--- config.mk ---
export PLATFORM = sky130hd
export DESIGN_NAME = fir_requant_decim_flat
export DESIGN_NICKNAME = d
export VERILOG_FILES = /design/src/rtl/fir_requant_decim_pkg.sv /design/src/rtl/fir_requant_decim_if.sv /design/src/rtl/fir_requant_decim_sync_fifo.sv /design/src/rtl/fir_requant_decim.sv /design/src/flat_wrapper.sv
export SDC_FILE = /design/constraint.sdc
export NUM_CORES = 1
export LEC_CHECK = 0
export BUFFER_PORTS_ARGS = -buffer_cell sky130_fd_sc_hd__buf_2
export CAP_MARGIN = 20
export CORE_MARGIN = 3
export CORE_UTILIZATION = 39
export DETAILED_ROUTE_END_ITERATION = 6
export GPL_TIMING_DRIVEN = 0
export HOLD_SLACK_MARGIN = 0.15
export PLACE_DENSITY = 0.65
export RECOVER_POWER = 25
export SKIP_LAST_GASP = 1
export SYNTH_ARGS = -nofsm -noshare
export SYNTH_HDL_FRONTEND = slang
export SYNTH_SLANG_ARGS = --single-unit
--- constraint.sdc ---
create_clock -name clk -period 4.9 [get_ports clk]
set_clock_uncertainty 0.1 [all_clocks]
set_input_delay 0.49 -clock clk [delete_from_list [all_inputs] [get_ports clk]]
set_output_delay 0.49 -clock clk [all_outputs]
set_load 0.005 [all_outputs]
--- src/rtl/fir_requant_decim_pkg.sv ---
// Shared helpers for the FIR output requantiser: ceiling log2 and the
// signed output range used for saturation.
package fir_requant_decim_pkg;

  function automatic int clog2(input int n);
    int r;
    r = 0;
    for (int i = 0; i < 32; i++) begin
      if ((1 << r) < n) r = r + 1;
    end
    return r;
  endfunction

  function automatic longint sat_hi(input int w);
    return (longint'(1) <<< (w - 1)) - 1;
  endfunction

  function automatic longint sat_lo(input int w);
    return -(longint'(1) <<< (w - 1));
  endfunction

endpackage

--- src/rtl/fir_requant_decim_if.sv ---
// Sample-in / requantised-sample-out handshake bundle of the FIR output stage.
interface fir_requant_decim_if #(
  parameter int IWIDTH = 47,
  parameter int OWIDTH = 16
);
  logic                     in_valid;
  logic signed [IWIDTH-1:0] in;
  logic signed [OWIDTH-1:0] out_data;
  logic                     out_valid;
  logic                     out_ready;

  modport master (output in_valid, in, out_ready, input out_data, out_valid);
  modport slave  (input in_valid, in, out_ready, output out_data, out_valid);
endinterface

--- src/rtl/fir_requant_decim_sync_fifo.sv ---
// First-word-fall-through FIFO; a write into a full FIFO is accepted only
// when a read frees a slot on the same edge.
module fir_requant_decim_sync_fifo
  import fir_requant_decim_pkg::*;
#(
  parameter int WIDTH = 16,
  parameter int DEPTH = 8
) (
  input  logic                    clk,
  input  logic                    rst_n,
  input  logic                    i_clr,
  input  logic                    i_wr_en,
  input  logic [WIDTH-1:0]        i_wr_data,
  input  logic                    i_rd_en,
  output logic [WIDTH-1:0]        o_rd_data,
  output logic                    o_full,
  output logic                    o_empty,
  output logic [clog2(DEPTH):0]   o_level
);
  localparam int AW = clog2(DEPTH);

  logic [WIDTH-1:0] r_mem [DEPTH];
  logic [AW:0]      r_wr_cnt;
  logic [AW:0]      r_rd_cnt;
  logic             w_rd;
  logic             w_wr;

  // Counters carry one extra bit so full and empty stay distinguishable.
  assign o_level   = r_wr_cnt - r_rd_cnt;
  assign o_empty   = (o_level == '0);
  assign o_full    = (o_level == (AW+1)'(DEPTH));
  assign w_rd      = i_rd_en && !o_empty;
  assign w_wr      = i_wr_en && (!o_full || w_rd);
  assign o_rd_data = o_empty ? '0 : r_mem[r_rd_cnt[AW-1:0]];

  always_ff @(posedge clk or negedge rst_n) begin
    if (!rst_n) begin
      r_wr_cnt <= '0;
      r_rd_cnt <= '0;
    end else if (i_clr) begin
      r_wr_cnt <= '0;
      r_rd_cnt <= '0;
    end else begin
      if (w_wr) r_wr_cnt <= r_wr_cnt + (AW+1)'(1);
      if (w_rd) r_rd_cnt <= r_rd_cnt + (AW+1)'(1);
    end
  end

  always_ff @(posedge clk) begin
    if (w_wr && !i_clr) r_mem[r_wr_cnt[AW-1:0]] <= i_wr_data;
  end

endmodule

--- src/rtl/fir_requant_decim.sv ---
// FIR output stage: keep 1 of DECIM samples, round-half-up and shift by SHIFT,
// saturate to OWIDTH and queue the result behind a valid/ready port.
module fir_requant_decim
  import fir_requant_decim_pkg::*;
#(
  parameter int IWIDTH = 47,
  parameter int OWIDTH = 16,
  parameter int SHIFT  = 16,
  parameter int DECIM  = 4,
  parameter int DEPTH  = 8
) (
  input  logic                  clk,
  input  logic                  rst_n,
  input  logic                  clr,
  fir_requant_decim_if.slave    bus,
  output logic                  sat,
  output logic                  ovf,
  output logic [clog2(DEPTH):0] level
);
  localparam int PH_W = (DECIM > 1) ? clog2(DECIM) : 1;
  localparam int XW   = IWIDTH + 1;
  localparam logic signed [XW-1:0] OMAX = XW'(sat_hi(OWIDTH));
  localparam logic signed [XW-1:0] OMIN = XW'(sat_lo(OWIDTH));
  localparam logic signed [XW-1:0] RND  =
    (SHIFT > 0) ? XW'(longint'(1) <<< ((SHIFT > 0) ? SHIFT - 1 : 0)) : '0;

  // One guard bit keeps the rounding add from wrapping at the positive limit.
  function automatic logic signed [XW-1:0] round_shift(input logic signed [IWIDTH-1:0] x);
    logic signed [XW-1:0] ext;
    ext = {x[IWIDTH-1], x};
    return (ext + RND) >>> SHIFT;
  endfunction

  function automatic logic clipped(input logic signed [XW-1:0] x);
    return (x > OMAX) || (x < OMIN);
  endfunction

  function automatic logic signed [OWIDTH-1:0] saturate(input logic signed [XW-1:0] x);
    if (x > OMAX) return OMAX[OWIDTH-1:0];
    if (x < OMIN) return OMIN[OWIDTH-1:0];
    return x[OWIDTH-1:0];
  endfunction

  logic [PH_W-1:0]          r_phase;
  logic                     r_vld_p0;
  logic                     r_vld_p1;
  logic                     r_vld_p2;
  logic signed [IWIDTH-1:0] r_in_p0;
  logic signed [XW-1:0]     r_rnd_p1;
  logic signed [OWIDTH-1:0] r_q_p2;
  logic                     w_sel;
  logic                     w_rd;
  logic                     w_full;
  logic                     w_empty;

  assign w_sel = bus.in_valid && (r_phase == PH_W'(DECIM - 1));
  assign w_rd  = bus.out_valid && bus.out_ready;

  always_ff @(posedge clk or negedge rst_n) begin
    if (!rst_n) begin
      r_phase  <= '0;
      r_vld_p0 <= 1'b0;
      r_vld_p1 <= 1'b0;
      r_vld_p2 <= 1'b0;
      sat      <= 1'b0;
      ovf      <= 1'b0;
    end else if (clr) begin
      r_phase  <= '0;
      r_vld_p0 <= 1'b0;
      r_vld_p1 <= 1'b0;
      r_vld_p2 <= 1'b0;
      sat      <= 1'b0;
      ovf      <= 1'b0;
    end else begin
      if (bus.in_valid) r_phase <= w_sel ? '0 : r_phase + PH_W'(1);
      r_vld_p0 <= w_sel;
      r_vld_p1 <= r_vld_p0;
      r_vld_p2 <= r_vld_p1;
      if (r_vld_p1 && clipped(r_rnd_p1)) sat <= 1'b1;
      if (r_vld_p2 && w_full && !w_rd)   ovf <= 1'b1;
    end
  end

  always_ff @(posedge clk) begin
    // p0: capture selected sample
    if (w_sel) r_in_p0 <= bus.in;
    // p1: round and shift
    r_rnd_p1 <= round_shift(r_in_p0);
    // p2: saturate, FIFO write on the next edge
    r_q_p2   <= saturate(r_rnd_p1);
  end

  fir_requant_decim_sync_fifo #(
    .WIDTH (OWIDTH),
    .DEPTH (DEPTH)
  ) u_fifo (
    .clk       (clk),
    .rst_n     (rst_n),
    .i_clr     (clr),
    .i_wr_en   (r_vld_p2),
    .i_wr_data (r_q_p2),
    .i_rd_en   (bus.out_ready),
    .o_rd_data (bus.out_data),
    .o_full    (w_full),
    .o_empty   (w_empty),
    .o_level   (level)
  );

  assign bus.out_valid = !w_empty;

endmodule

--- src/flat_wrapper.sv ---
// flat-port wrapper written by rule: the top's interface ports become plain ports
module fir_requant_decim_flat import fir_requant_decim_pkg::*;
#(
  parameter int IWIDTH = 47,
  parameter int OWIDTH = 16,
  parameter int SHIFT  = 16,
  parameter int DECIM  = 4,
  parameter int DEPTH  = 8
)
  (clk, rst_n, clr, sat, ovf, level, bus_in_valid, bus_in, bus_out_ready, bus_out_data, bus_out_valid);
  fir_requant_decim_if #(.IWIDTH(IWIDTH), .OWIDTH(OWIDTH)) bus_i ();
  input  logic clk;
  input  logic rst_n;
  input  logic clr;
  output logic sat;
  output logic ovf;
  output logic [clog2(DEPTH):0] level;
  input wire logic [$bits(bus_i.in_valid)-1:0] bus_in_valid;
  input wire logic [$bits(bus_i.in)-1:0] bus_in;
  input wire logic [$bits(bus_i.out_ready)-1:0] bus_out_ready;
  output wire logic [$bits(bus_i.out_data)-1:0] bus_out_data;
  output wire logic [$bits(bus_i.out_valid)-1:0] bus_out_valid;
  assign bus_i.in_valid = bus_in_valid;
  assign bus_i.in = bus_in;
  assign bus_i.out_ready = bus_out_ready;
  assign bus_out_data = bus_i.out_data;
  assign bus_out_valid = bus_i.out_valid;
  fir_requant_decim #(.IWIDTH(IWIDTH), .OWIDTH(OWIDTH), .SHIFT(SHIFT), .DECIM(DECIM), .DEPTH(DEPTH)) u_core (.clk(clk), .rst_n(rst_n), .clr(clr), .bus(bus_i), .sat(sat), .ovf(ovf), .level(level));
endmodule
==> run_results.csv <==
group,metric,value,unit
run_status,status,"complete, no violations",
sta,finalCritPeriodShare,90.7,%
clock_network,post_cts_buffers,0,
sta,rsz0062_at_grt,"no",
global_routing,grt_max_degree,27,
critical_path,worst_path_most_repeated_cell,"buf_2",
floorplanning,dieArea,0.0236,sq mm
critical_path,slowest_stage,"buf_1",
pwr,p_leak,3.70,nW
synth,ys_ff_latch,223,
sta,timing.fmax,0.225,GHz
global_routing,grt_util_all_layers,13.6,%
pwr,intPower,3.40,mW
pwr,power.total,4.45,mW
critical_path,max_stage_delay,0.52,ns
pwr,clkPwrFrac,38.9,%
pwr,swShare,23.6,%
finish,final_nets,704,
synth,yosysUniqueCellTypes,42,
synth,ys.flop_type,"edfxtp_1",
global_routing,grt_pass1_wl,25900,microns
synth,syn_area,0.00848,sq mm
floorplanning,fp-row-count,53,
critical_path,critPathLaunchType,"flip-flop",
sta,max_slew_margin,40.5,%
run,maxCapViolations,0,
clock_network,clock-root-buffer,"clkbuf_16",
global_routing,grt_pass1_vias,4984,
synth,syn-num-nets,578,
finish,diodes,0,
routing,routed_via_density,4.94,
synth,async_reset_ff_share,6.73,%
critical_path,cp.arrival,3.85,ns
floorplanning,core_area,0.0212,sq mm
routing,wirelength,15800,microns
critical_path,critPathKind,"flip-flop to output pin",
routing,firstDrtPassIters,4,
floorplanning,fp.dieW,153,microns
pwr,ir_drop,0.000287,V
critical_path,r2r_slack,0.81,ns
clock_network,cts_tree,"yes",
routing,num_vias,4620,
clock_network,cts_buffer_depth,3,
placed_design,io_buffers,58,
clock_network,clock_sinks,223,
routing,wl_per_cell,16.8,microns
clock_network,h-tree-depth,1,
synth,syn_inst,518,
sta,post-route-min-period,4.44,ns
sta,final-max-slew-violation-count,0,
clock_network,path_clk_slew,0.06,ns
sta,worstMarginPinSlew,0.888,ns
global_routing,overflow,0,
clock_network,cts_made_buffers,23,
synth,synth_edf_count,160,
finish,drive_above_1_share,25.0,%
sta,hold_violations,0,
critical_path,crit_fanout,10,
routing,drtIter0Drc,197,
synth,ys_warn_count,0,
floorplanning,die_h,153,microns
floorplanning,start_util,40.0,%
sta,holdWs,0.195,ns
synth,avgSynthCellArea,16.4,sq um
pwr,pwr-share-seq,45.6,%
floorplanning,ioPinCount,75,
synth,ys_seq_area_share,72.4,%
sta,finalSetupViolCount,0,
routing,drc,0,
hold_path,hold_class,"input pin to flip-flop",
critical_path,end_kind,"output pin",
pwr,combPwrFrac,15.6,%
routing,ant_nets,0,
global_routing,antenna_found_initial,0,
finish,final_common_cell,"edfxtp_1",
placed_design,place_hpwl,11000,microns
pwr,power.density,429,mW/mm^2
clock_network,insertion_delay,0.51,ns
critical_path,path_cells,"clkbuf_1 > buf_1 > inv_1 > fa_1 > xor2_1 > or3_1 > nor2_2 > buf_2 > a21oi_1 > buf_2",
finish,layout_common_cells,"edfxtp_1, buf_2, dfxtp_1",
critical_path,required,4.31,ns
finish,syn_to_final_growth,22.5,%
pwr,switchingPower,1.05,mW
placed_design,gp_congestion,0.776,
-- power groups by stage --
stage,registers (mW),logic [mW],clock network (mW)
after floorplan,2.06,0.431,0
after global placement,2.07,0.676,0
after detailed placement,2.07,0.689,0
after CTS,2.03,0.715,1.77
after global routing,2.03,0.769,1.86
final,2.03,0.693,1.73
-- per-stage QoR --
stage	utilization, %	setup slack, ns	instance area, sq um	std cells	TNS, ns
final	49.0	0.457	10400	936	0
after CTS	49.0	0.188	10400	937	0
after floorplan	-	0.531	8480	518	0
after global placement	43.0	-1.16	9110	851	-75.78
after global routing	49.0	0.135	10400	936	0
after detailed placement	43.7	0.493	9280	862	0
-- cells in the mapped netlist, types with 2 or more instances --
master | count | area share (%)
o21ai_0 | 2 | 0.12
inv_1 | 13 | 0.58
nor4_1 | 7 | 0.52
buf_2 | 6 | 0.35
and3_1 | 2 | 0.15
dfxtp_1 | 48 | 11
xnor2_1 | 18 | 1.9
a21oi_1 | 22 | 1.3
mux4_2 | 32 | 8.5
nor2_1 | 18 | 0.80
a21o_1 | 16 | 1.4
nand4_4 | 2 | 0.50
nand2b_1 | 7 | 0.52
clkbuf_1 | 11 | 0.49
dfrtp_1 | 15 | 4.4
ha_1 | 7 | 1.0
nor4_4 | 2 | 0.50
nand3_1 | 16 | 0.94
or3_1 | 5 | 0.37
edfxtp_1 | 160 | 57
xor2_1 | 16 | 1.7
nor2b_1 | 4 | 0.30
a31oi_1 | 2 | 0.15
nand2_1 | 46 | 2.0
mux2i_1 | 4 | 0.47
nor3_1 | 13 | 0.77
nand4_1 | 9 | 0.66
-- cells by family (layout without fill, tap and decap cells) --
kind of cell	after synthesis	count (layout)	synth area share (%)
buffers and inverters	32	175	1.50
XOR/XNOR	34	34	3.51
AND/OR/NAND/NOR	137	137	8.63
AO/OA/AOI/OAI	48	48	3.70
multiplexers	36	36	8.97
flip-flops	223	223	72.4
adder cells (fa/ha/maj)	8	8	1.27
-- critical path, delay by kind of cell, from the launching register on --
family	cells	cell delay [ns]
buf+inv	5	1.51
simple gates	2	0.75
fa+ha+maj	1	0.43
flops	1	0.36
xor+xnor	1	0.17
compound gates	1	0.11
-- layer usage --
metal  up-vias  part of all wire, %  track usage, %
met5         -                    0               0
met3        29                  4.4            2.77
li1       2211                    -               -
met1      2280                   41            16.4
met2       100                   53            24.8
met4         0                  2.2            3.70
-- flip-flops by register name (all words and copies together), names as in the netlist --
| register | count |
|---|---|
| u_core.ovf | 1 |
| u_core.sat | 1 |
| u_core.r_q_p2 | 16 |
| u_core.r_phase | 2 |
| u_core.u_fifo.r_rd_cnt | 4 |
| u_core.r_vld_p1 | 1 |
| u_core.r_rnd_p1 | 32 |
| u_core.r_vld_p2 | 1 |
| u_core.u_fifo.r_mem | 128 |
| u_core.r_in_p0 | 32 |
| u_core.u_fifo.r_wr_cnt | 4 |
| u_core.r_vld_p0 | 1 |
-- path summary, 6_finish.rpt --
| path | start | endpoint | cells past startpoint |
|---|---|---|---|
| setup / recovery | u_core.u_fifo.r_rd_cnt[1] | bus_out_data[14] | 10 |
| hold / removal | bus_in_valid | u_core.r_phase[1] | 3 |
| setup reg to reg | u_core.u_fifo.r_rd_cnt[1] | u_core.u_fifo.r_mem[4][8] | 11 |
| hold reg to reg | u_core.r_rnd_p1[3] | u_core.r_q_p2[3] | 1 |
| max in group asynchronous | rst_n | u_core.r_phase[1] | 2 |
| min in group asynchronous | rst_n | u_core.ovf | 2 |
-- area by class of cell --
type	count	area, sq um
Fill cell	1752	10800
Sequential cell	223	6140
Multi-Input combinational cell	263	2260
Timing Repair Buffer	102	746
Clock buffer	30	658
Tap cell	275	344
Clock inverter	12	114
Buffer	17	71.3
Inverter	14	56.3
-- repair_timing --
item,in CTS,in global routing
hold buffers,33,0
endpoints found under the setup margin,7,5
resized for setup,1,1
hold endpoints to repair,47,0
cloned,0,0
Power figures use the tool's default switching activity.
